File: src/rtl/mem_pkg.sv
// Shared types and helpers for the word-to-byte SRAM bridge: FSM states,
// SRAM geometry and the lane-selection function over a write mask.
package mem_pkg;

  localparam int LANES   = 4;
  localparam int SRAM_AW = 15;
  localparam int WORD_AW = SRAM_AW - 2;

  typedef logic [1:0] lane_t;

  typedef enum logic [2:0] {
    IDLE,
    RD,
    WR_SETUP,
    WR_PULSE,
    WR_HOLD,
    RESP
  } state_t;

  typedef struct packed {
    logic  found;
    lane_t idx;
  } lane_sel_t;

  // Lowest set lane of the mask; callers pre-mask lanes already written.
  function automatic lane_sel_t next_set_lane(input logic [LANES-1:0] mask);
    lane_sel_t sel;
    sel = '0;
    for (int i = LANES - 1; i >= 0; i--) begin
      if (mask[i]) begin
        sel.found = 1'b1;
        sel.idx   = lane_t'(i);
      end
    end
    return sel;
  endfunction

  function automatic logic [7:0] lane_byte(input logic [31:0] w, input lane_t l);
    return w[{l, 3'b000} +: 8];
  endfunction

endpackage

File: src/rtl/sram_phase_ctr.sv
// Loadable down-counter timing the SRAM read-wait and write-pulse dwell;
// done_o is high whenever the count has reached zero.
module sram_phase_ctr #(
  parameter int W = 8
) (
  input  logic         clk_i,
  input  logic         rst_i,
  input  logic         load_i,
  input  logic [W-1:0] load_val_i,
  output logic         done_o
);

  logic [W-1:0] cnt_q;
  logic [W-1:0] cnt_d;

  always_comb begin
    cnt_d = cnt_q;
    if (load_i) begin
      cnt_d = load_val_i;
    end else if (cnt_q != '0) begin
      cnt_d = cnt_q - W'(1);
    end
  end

  always_ff @(posedge clk_i or posedge rst_i) begin
    if (rst_i) begin
      cnt_q <= '0;
    end else begin
      cnt_q <= cnt_d;
    end
  end

  assign done_o = (cnt_q == '0);

endmodule

File: src/rtl/sram_word_bridge.sv
// Turns one 32-bit LSU request into a sequence of byte accesses on an async
// 32Kx8 SRAM. Optional address-error reporting: define SRAM_BRIDGE_ERR_EN.
module sram_word_bridge
  import mem_pkg::*;
#(
  parameter int READ_WAIT = 1,
  parameter int WE_PULSE  = 1
) (
  input  logic               i_clk,
  input  logic               i_rst,
  input  logic               i_req_valid,
  output logic               o_req_ready,
  input  logic [31:0]        i_req_addr,
  input  logic               i_req_wen,
  input  logic [31:0]        i_req_wdata,
  input  logic [3:0]         i_req_wmask,
  output logic               o_rsp_valid,
`ifdef SRAM_BRIDGE_ERR_EN
  output logic               o_rsp_err,
`endif
  output logic [31:0]        o_rsp_rdata,
  output logic [SRAM_AW-1:0] o_sram_addr,
  output logic [7:0]         o_sram_dq_out,
  output logic               o_sram_dq_oe,
  input  logic [7:0]         i_sram_dq_in,
  output logic               o_sram_ce_n,
  output logic               o_sram_oe_n,
  output logic               o_sram_we_n
);

  localparam int CTR_W = 8;
  localparam logic [CTR_W-1:0] RD_LOAD = CTR_W'(READ_WAIT);
  localparam logic [CTR_W-1:0] WP_LOAD = CTR_W'(WE_PULSE - 1);

  state_t               state_q;
  lane_t                lane_q;
  logic                 ready_q;
  logic                 rsp_valid_q;
  logic [31:0]          rdata_q;
  logic [SRAM_AW-1:0]   sram_addr_q;
  logic [7:0]           dq_out_q;
  logic                 dq_oe_q;
  logic                 ce_n_q;
  logic                 oe_n_q;
  logic                 we_n_q;

  logic [WORD_AW-1:0]   word_q;
  logic [31:0]          wdata_q;
  logic [3:0]           mask_q;
  logic [23:0]          rbuf_q;

  logic                 accept;
  logic                 req_err;
  logic                 phase_done;
  logic                 ctr_load;
  logic [CTR_W-1:0]     ctr_val;
  lane_sel_t            first_sel;
  lane_sel_t            next_sel;

  assign accept = i_req_valid & ready_q;

`ifdef SRAM_BRIDGE_ERR_EN
  logic rsp_err_q;
  assign req_err   = (|i_req_addr[31:15]) | (|i_req_addr[1:0]);
  assign o_rsp_err = rsp_err_q;
`else
  logic unused_addr_bits;
  assign req_err          = 1'b0;
  assign unused_addr_bits = ^{i_req_addr[31:15], i_req_addr[1:0]};
`endif

  assign first_sel = next_set_lane(i_req_wmask);
  assign next_sel  = next_set_lane(mask_q & (4'b1110 << lane_q));

  // Reload at the start of every read lane and every write pulse.
  always_comb begin
    ctr_load = 1'b0;
    ctr_val  = RD_LOAD;
    case (state_q)
      IDLE:     ctr_load = accept & ~i_req_wen & ~req_err;
      RD:       ctr_load = phase_done & (lane_q != 2'd3);
      WR_SETUP: begin
        ctr_load = 1'b1;
        ctr_val  = WP_LOAD;
      end
      default:  ctr_load = 1'b0;
    endcase
  end

  sram_phase_ctr #(
    .W (CTR_W)
  ) u_phase_ctr (
    .clk_i      (i_clk),
    .rst_i      (i_rst),
    .load_i     (ctr_load),
    .load_val_i (ctr_val),
    .done_o     (phase_done)
  );

  // Request payload and partial read word carry no reset.
  always_ff @(posedge i_clk) begin
    if (accept) begin
      word_q  <= i_req_addr[14:2];
      wdata_q <= i_req_wdata;
      mask_q  <= i_req_wmask;
    end
    if (state_q == RD && phase_done && lane_q != 2'd3) begin
      rbuf_q[{lane_q, 3'b000} +: 8] <= i_sram_dq_in;
    end
  end

  always_ff @(posedge i_clk or posedge i_rst) begin
    if (i_rst) begin
      state_q     <= IDLE;
      lane_q      <= '0;
      ready_q     <= 1'b0;
      rsp_valid_q <= 1'b0;
      rdata_q     <= '0;
      sram_addr_q <= '0;
      dq_out_q    <= '0;
      dq_oe_q     <= 1'b0;
      ce_n_q      <= 1'b1;
      oe_n_q      <= 1'b1;
      we_n_q      <= 1'b1;
`ifdef SRAM_BRIDGE_ERR_EN
      rsp_err_q   <= 1'b0;
`endif
    end else begin
      rsp_valid_q <= 1'b0;
`ifdef SRAM_BRIDGE_ERR_EN
      rsp_err_q   <= 1'b0;
`endif
      case (state_q)
        IDLE: begin
          ready_q <= 1'b1;
          if (accept) begin
            ready_q <= 1'b0;
            if (req_err) begin
              state_q     <= RESP;
              rsp_valid_q <= 1'b1;
              rdata_q     <= '0;
`ifdef SRAM_BRIDGE_ERR_EN
              rsp_err_q   <= 1'b1;
`endif
            end else if (!i_req_wen) begin
              state_q     <= RD;
              lane_q      <= '0;
              ce_n_q      <= 1'b0;
              oe_n_q      <= 1'b0;
              dq_oe_q     <= 1'b0;
              sram_addr_q <= {i_req_addr[14:2], 2'b00};
            end else if (first_sel.found) begin
              state_q     <= WR_SETUP;
              lane_q      <= first_sel.idx;
              ce_n_q      <= 1'b0;
              dq_oe_q     <= 1'b1;
              dq_out_q    <= lane_byte(i_req_wdata, first_sel.idx);
              sram_addr_q <= {i_req_addr[14:2], first_sel.idx};
            end else begin
              state_q     <= RESP;
              rsp_valid_q <= 1'b1;
              rdata_q     <= '0;
            end
          end
        end
        RD: begin
          if (phase_done) begin
            if (lane_q == 2'd3) begin
              state_q     <= RESP;
              rsp_valid_q <= 1'b1;
              rdata_q     <= {i_sram_dq_in, rbuf_q};
              ce_n_q      <= 1'b1;
              oe_n_q      <= 1'b1;
            end else begin
              lane_q      <= lane_q + 2'd1;
              sram_addr_q <= {word_q, lane_q + 2'd1};
            end
          end
        end
        WR_SETUP: begin
          state_q <= WR_PULSE;
          we_n_q  <= 1'b0;
        end
        WR_PULSE: begin
          if (phase_done) begin
            state_q <= WR_HOLD;
            we_n_q  <= 1'b1;
          end
        end
        WR_HOLD: begin
          // Unmasked lanes are skipped outright rather than idled through.
          if (next_sel.found) begin
            state_q     <= WR_SETUP;
            lane_q      <= next_sel.idx;
            dq_out_q    <= lane_byte(wdata_q, next_sel.idx);
            sram_addr_q <= {word_q, next_sel.idx};
          end else begin
            state_q     <= RESP;
            rsp_valid_q <= 1'b1;
            rdata_q     <= '0;
            ce_n_q      <= 1'b1;
            dq_oe_q     <= 1'b0;
          end
        end
        RESP: begin
          state_q <= IDLE;
          ready_q <= 1'b1;
        end
        default: state_q <= IDLE;
      endcase
    end
  end

  assign o_req_ready   = ready_q;
  assign o_rsp_valid   = rsp_valid_q;
  assign o_rsp_rdata   = rdata_q;
  assign o_sram_addr   = sram_addr_q;
  assign o_sram_dq_out = dq_out_q;
  assign o_sram_dq_oe  = dq_oe_q;
  assign o_sram_ce_n   = ce_n_q;
  assign o_sram_oe_n   = oe_n_q;
  assign o_sram_we_n   = we_n_q;

endmodule
File: config.mk
export PLATFORM = sky130hd
export DESIGN_NAME = sram_word_bridge
export DESIGN_NICKNAME = d
export VERILOG_FILES = /design/src/rtl/mem_pkg.sv /design/src/rtl/sram_phase_ctr.sv /design/src/rtl/sram_word_bridge.sv
export SDC_FILE = /design/constraint.sdc
export NUM_CORES = 1
export LEC_CHECK = 0
export ABC_AREA = 1
export ABC_CLOCK_PERIOD_IN_PS = 2100
export BUFFER_PORTS_ARGS = -buffer_cell sky130_fd_sc_hd__buf_2
export CAP_MARGIN = 40
export CORE_MARGIN = 2
export CORE_UTILIZATION = 51
export CTS_BUF_LIST = sky130_fd_sc_hd__clkbuf_8
export DETAILED_ROUTE_END_ITERATION = 12
export PLACE_DENSITY = 0.88
export SKIP_LAST_GASP = 1
export SYNTH_ARGS = -nofsm -noshare
export SYNTH_HDL_FRONTEND = slang
export SYNTH_SLANG_ARGS = --single-unit
File: constraint.sdc
create_clock -name i_clk -period 2.1 [get_ports i_clk]
set_input_delay 0.21 -clock i_clk [delete_from_list [all_inputs] [get_ports i_clk]]
set_output_delay 0.21 -clock i_clk [all_outputs]
set_load 0.01 [all_outputs]
# == Word level (Yosys, flattened, before mapping) ==
# Cells that the tools add are included.
# word_totals
register_bits,147
inputBits,80
output_inout_bits,61
# op_classes
n_addsub,3
eq_ne,19
shift,5
muxes,73
bitwise,5
n_reduce_logical,19
# op_table
cell,n
$mux W32,6
$pmux W32 S3,1
$mux W15,6
$shiftx A32 B6 Y8,2
$mux W8,6
$mux W3,15
$pmux W15 S3,1
$bwmux W24,1
$shift A8 B7 Y24 const A,1
$shiftx A8 B7 Y24,1
$ne A2 B2 Y1 const B,11
$mux W1,21
$pmux W8 S2,1
$pmux W3 S5,1
$mux W2,6
$reduce_and A6 Y1,2
$reduce_and A5 Y1,2
$reduce_bool A2 Y1,5
$pmux W1 S3,3
$logic_not A8 Y1,1
$pmux W1 S2,4
$reduce_and A4 Y1,2
$reduce_bool A8 Y1,1
$sub A8 B1 Y8 const B,1
other kinds (18),23

# == Logic depth before layout (Yosys ltp) ==
# logic_depth
ltp_word,9
mapped_depth,13
mapped_depth_nobuf,12

# == Cells and area by module ==
# A second synthesis with hierarchy kept.
# unflattened
hier_cells,761
hier_area_um2,6762.7
# by_module_without_submodules
module,n_inst,cells_each,area_each_um2,seq_area_each_um2
sram_word_bridge,1,690,6232.2,3767.4
sram_phase_ctr,1,71,530.5,200.2

# == Worst setup path before layout ==
# No wires, ideal clock.
# synth_path
path_kind,reg2reg
from,register ready_q (netlist: o_req_ready)
to,register rdata_q[0] (netlist: o_rsp_rdata[0])
setup_ns,0.118
t_arrival_ns,2.200
path_slack_ns,-0.218
path_stages_with_launch,9
path_buffers,1
period_less_slack_ns,2.318
path_cell_list,dfrtp_1 -> nand2_1 -> inv_1 -> nand2_1 -> nand2_4 -> inv_2 -> buf_4 -> nand2_1 -> nand2_1
# synth_between
elab_chain_len,3
# synth_rtl
item,line_no,text
"start, declared",sram_word_bridge.sv:37,logic ready_q;
"start signal, assigned",sram_word_bridge.sv:116,ready_q <= 1'b0;
"start signal, assigned",sram_word_bridge.sv:135,ready_q <= 1'b1;
"start signal, assigned",sram_word_bridge.sv:137,ready_q <= 1'b0;
$and A1 B1 Y1,sram_word_bridge.sv:60,assign accept = i_req_valid & ready_q;
via accept,sram_word_bridge.sv:52,logic accept;
$ne A2 B2 Y1 (no line),--,
$reduce_and A7 Y1 (no line),--,
"end signal, assigned",sram_word_bridge.sv:171,"rdata_q <= {i_sram_dq_in, rbuf_q};"
"end, declared",sram_word_bridge.sv:39,logic [31:0] rdata_q;
# The timed path passes the listed nets, and every way through them passes these cells.
# A chain may end at the register's enable or synchronous reset.

# == Final worst setup path ==
# layout_path
from,register lane_q[0]
to,register dq_out_q[0] (netlist: o_sram_dq_out[0])
# layout_between
elab_chain_len,9
word_cells_on_any_way,11
# layout_rtl
item,line_no,text
"start, declared",sram_word_bridge.sv:36,lane_t lane_q;
"start signal, assigned",sram_word_bridge.sv:154,lane_q <= first_sel.idx;
"start signal, assigned",sram_word_bridge.sv:175,lane_q <= lane_q + 2'd1;
"start signal, assigned",sram_word_bridge.sv:194,lane_q <= next_sel.idx;
$shl A4 B2 Y4 *,sram_word_bridge.sv:73,assign next_sel = next_set_lane(mask_q & (4'b1110 << lane_q));
$and A4 B4 Y4 *,sram_word_bridge.sv:73,
$mux W3 (3 in series),mem_pkg.sv:30,if (mask[i]) begin
$mux W3 *,mem_pkg.sv:30,
$shiftx A32 B6 Y8,mem_pkg.sv:39,"return w[{l, 3'b000} +: 8];"
$mux W8,sram_word_bridge.sv:192,if (next_sel.found) begin
$pmux W8 S2,sram_word_bridge.sv:133,case (state_q)
"end signal, assigned",sram_word_bridge.sv:157,"dq_out_q <= lane_byte(i_req_wdata, first_sel.idx);"
"end signal, assigned",sram_word_bridge.sv:195,"dq_out_q <= lane_byte(wdata_q, next_sel.idx);"
"end, declared",sram_word_bridge.sv:41,logic [7:0] dq_out_q;
# Mark *: on every way between the ends. The rest lies on a longest branch, timed or not. The select of a mux whose other input is x is not followed.

==> results.json <==
{
  "outcome": "finished clean",
  "setup-violations-final": 0,
  "layout.nets": 1032,
  "antenna_found_initial": 0,
  "synth.top_cell.area_share": 0.317,
  "syn_avg_cell_area_um2": 9.02,
  "root_buffer": "clkbuf_8",
  "grt_max_degree": 73,
  "pwr_density_cell_nw_per_um2": 1230,
  "finalHoldViolCount": 0,
  "wl_mm": 17.2,
  "tritoncts": "done",
  "fmax_mhz": 518,
  "cap_violations": 0,
  "synth_cells": 756,
  "vdd_drop_max_mv": 0.703,
  "row_count": 42,
  "initial_core_util": 0.519,
  "endpoint_kind": "flop",
  "cts_post_setup_buffers_inserted": 0,
  "critPathKind": "flop to flop",
  "worst_slew_pin_slew_ps": 670,
  "leakagePower_nw": 4.42,
  "grt_pass1_vias": 5853,
  "synth_edf_count": 72,
  "clock_sinks": 144,
  "yosys_warnings": 0,
  "grt_pass1_wl_mm": 28.0,
  "die_w_um": 120,
  "min_period_ps": 1930,
  "slew_viol_final": 0,
  "hold_path.class": "primary input to flop",
  "critPathLaunchType": "flop",
  "yosysUniqueCellTypes": 36,
  "drtAntennaViolNets": 0,
  "vias": 5891,
  "synth-main-ff-cell": "edfxtp_1",
  "synth_area_um2": 6820,
  "fp.dieArea_um2": 14300,
  "fillers": 1056,
  "clk_latency_ps": 460,
  "dp_hpwl_mm": 11.5,
  "fp.dieH_um": 120,
  "cts-buffers-inserted": 17,
  "clockBufferDepth": 2,
  "core_um2": 13100,
  "wl_per_cell_um": 15.2,
  "io_buffers": 121,
  "overflow": 0,
  "ys_ff_latch": 144,
  "ys_seq_area_frac": 0.582,
  "synth_nets": 843,
  "required_ps": 2490,
  "synth_area_leaders": "edfxtp_1 (32%), dfrtp_1 (25%), nand2_1 (13%)",
  "final_common_cell": "nand2_1",
  "drtIter0Drc": 538,
  "fin_worst_skew_ps": 11.1,
  "synth_top_cell_by_area": "edfxtp_1",
  "gp_congestion": 0.898,
  "rsz0062_at_grt": "false",
  "grt_usage": 0.252,
  "cp_data_arrival_time_ps": 2320,
  "slew_headroom": 0.552,
  "finalCoreUtilization": 0.654,
  "drc_errors": 0,
  "critPathMaxFanout": 19,
  "cp-startpoint": "lane_q[0]",
  "antennaDiodeCount": 0,
  "cts.clk_slew.worst_paths_ps": 80,
  "fin_crit_sh": 0.919,
  "setup-tns-final_ps": 0,
  "synthArstFlopShare": 0.500,
  "rr_startpoint": "lane_q[0]",
  "dr.pass1.iters": 5,
  "htree_levels": 4,
  "via_per_inst": 5.19,
  "num_io_pins": 141,
  "holdCritStartpoint": "i_sram_dq_in[4]",
  "area_growth_pct": 26.0,
  "final_cell_mix": "nand2_1 (242), nand3_1 (127), buf_2 (121)",
  "drive_gt1_frac": 0.221
}
[flip-flops by register name, indices dropped and copies added (netlist names)]
register,flops
o_rsp_rdata,32
o_rsp_valid,1
u_phase_ctr.cnt_q,8
o_sram_we_n,1
o_sram_dq_oe,1
state_q,3
o_sram_ce_n,1
o_req_ready,1
lane_q,1
o_sram_addr,14
rbuf_q,24
wdata_q,32
word_q,13
mask_q,3
o_sram_dq_out,8
o_sram_oe_n,1
[layer usage]
layer	GRT usage	part of all wire	vias to the layer above	wire, um
li1	-	-	2800	-
met3	0.0547	0.072	45	1230
met5	0	0	-	0
met1	0.295	0.39	2768	6690
met4	0.100	0.027	0	468
met2	0.451	0.51	278	8800
[timing repair]
| action | 4_1_cts | 5_1_grt |
|---|---|---|
| setup endpoints to repair | 0 | 47 |
| endpoints found under the hold margin | 120 | 0 |
| gates resized for setup | 0 | 5 |
| hold buffers | 52 | 0 |
[critical path, stage by stage (launching register included)]
cell and delay (ps):
dfrtp_1 420, inv_1 80, ha_2 240, nand2_1 130
buf_4 280, nand2_4 140, inv_2 170, nand3_1 90
nand3_1 120, nand3_1 100, nand2_1 80
[synth_stat cells (3+ instances only)]
cell type,count
nor2_4,3
dfrtp_1,69
inv_4,4
dfstp_2,3
inv_2,7
inv_1,95
buf_2,10
nand3b_1,8
a21oi_1,5
nand2_1,242
nand2_2,5
buf_4,5
nor4_1,4
nand2_4,4
nand3_1,127
nor2_1,45
ha_1,7
nor3_1,3
o21ai_0,6
nor2_2,7
edfxtp_1,72
clkbuf_1,5
[cell type report]
type                    count  area, um2  share of cell area
flip-flops and latches    144       3970               0.462
repair buffers            192       1300               0.151
clock inverters            14        115              0.0134
well taps                 176        220              0.0256
inverters                 106        412              0.0479
multi-input cells         484       2330               0.271
clock buffers              18        248              0.0288
[worst paths after layout]
kind                                         to  slack [ps]  cells after the start
max                            o_sram_dq_out[0]         170                     10
min in group asynchronous  u_phase_ctr.cnt_q[4]         380                      4
max in group asynchronous      o_sram_dq_out[5]        1400                      4
min                             o_rsp_rdata[28]          30                      3
min reg2reg                      o_sram_addr[7]         470                      2
max reg2reg                    o_sram_dq_out[0]         170                     10
[kinds of logic after synthesis]
kind of cell	synth area share
xor gates and xnor gates	0.00257
AOI/OAI and AO/OA	0.0154
DFF	0.582
and+or+nand+nor	0.308
buffers and inverters	0.0787
adders and majority gates	0.0128
[power breakdown]
part	internal (W)	total, W	switching (W)
registers	0.00378	0.00417	0.000387
logic	0.00149	0.00436	0.00287
clock network	0.000961	0.00204	0.00108
total	0.00624	0.0106	0.00433
[stage by stage]
stage / instance area [um2] / hold slack (ps) / instances / setup slack (ps) / total power, W
3_5_place_dp: 7690 / 329 / 1050 / 74.9 / 0.00843
5_1_grt: 8590 / 19.2 / 1134 / 18.0 / 0.0113
2_1_floorplan: 6820 / 309 / 756 / 36.2 / 0.00714
6_report: 8590 / 28.4 / 1134 / 170 / 0.0106
4_1_cts: 8570 / 5.66 / 1134 / 65.4 / 0.0105
3_3_place_gp: 7690 / 321 / 1050 / 131 / 0.00825
Power figures use the tool's default switching activity.
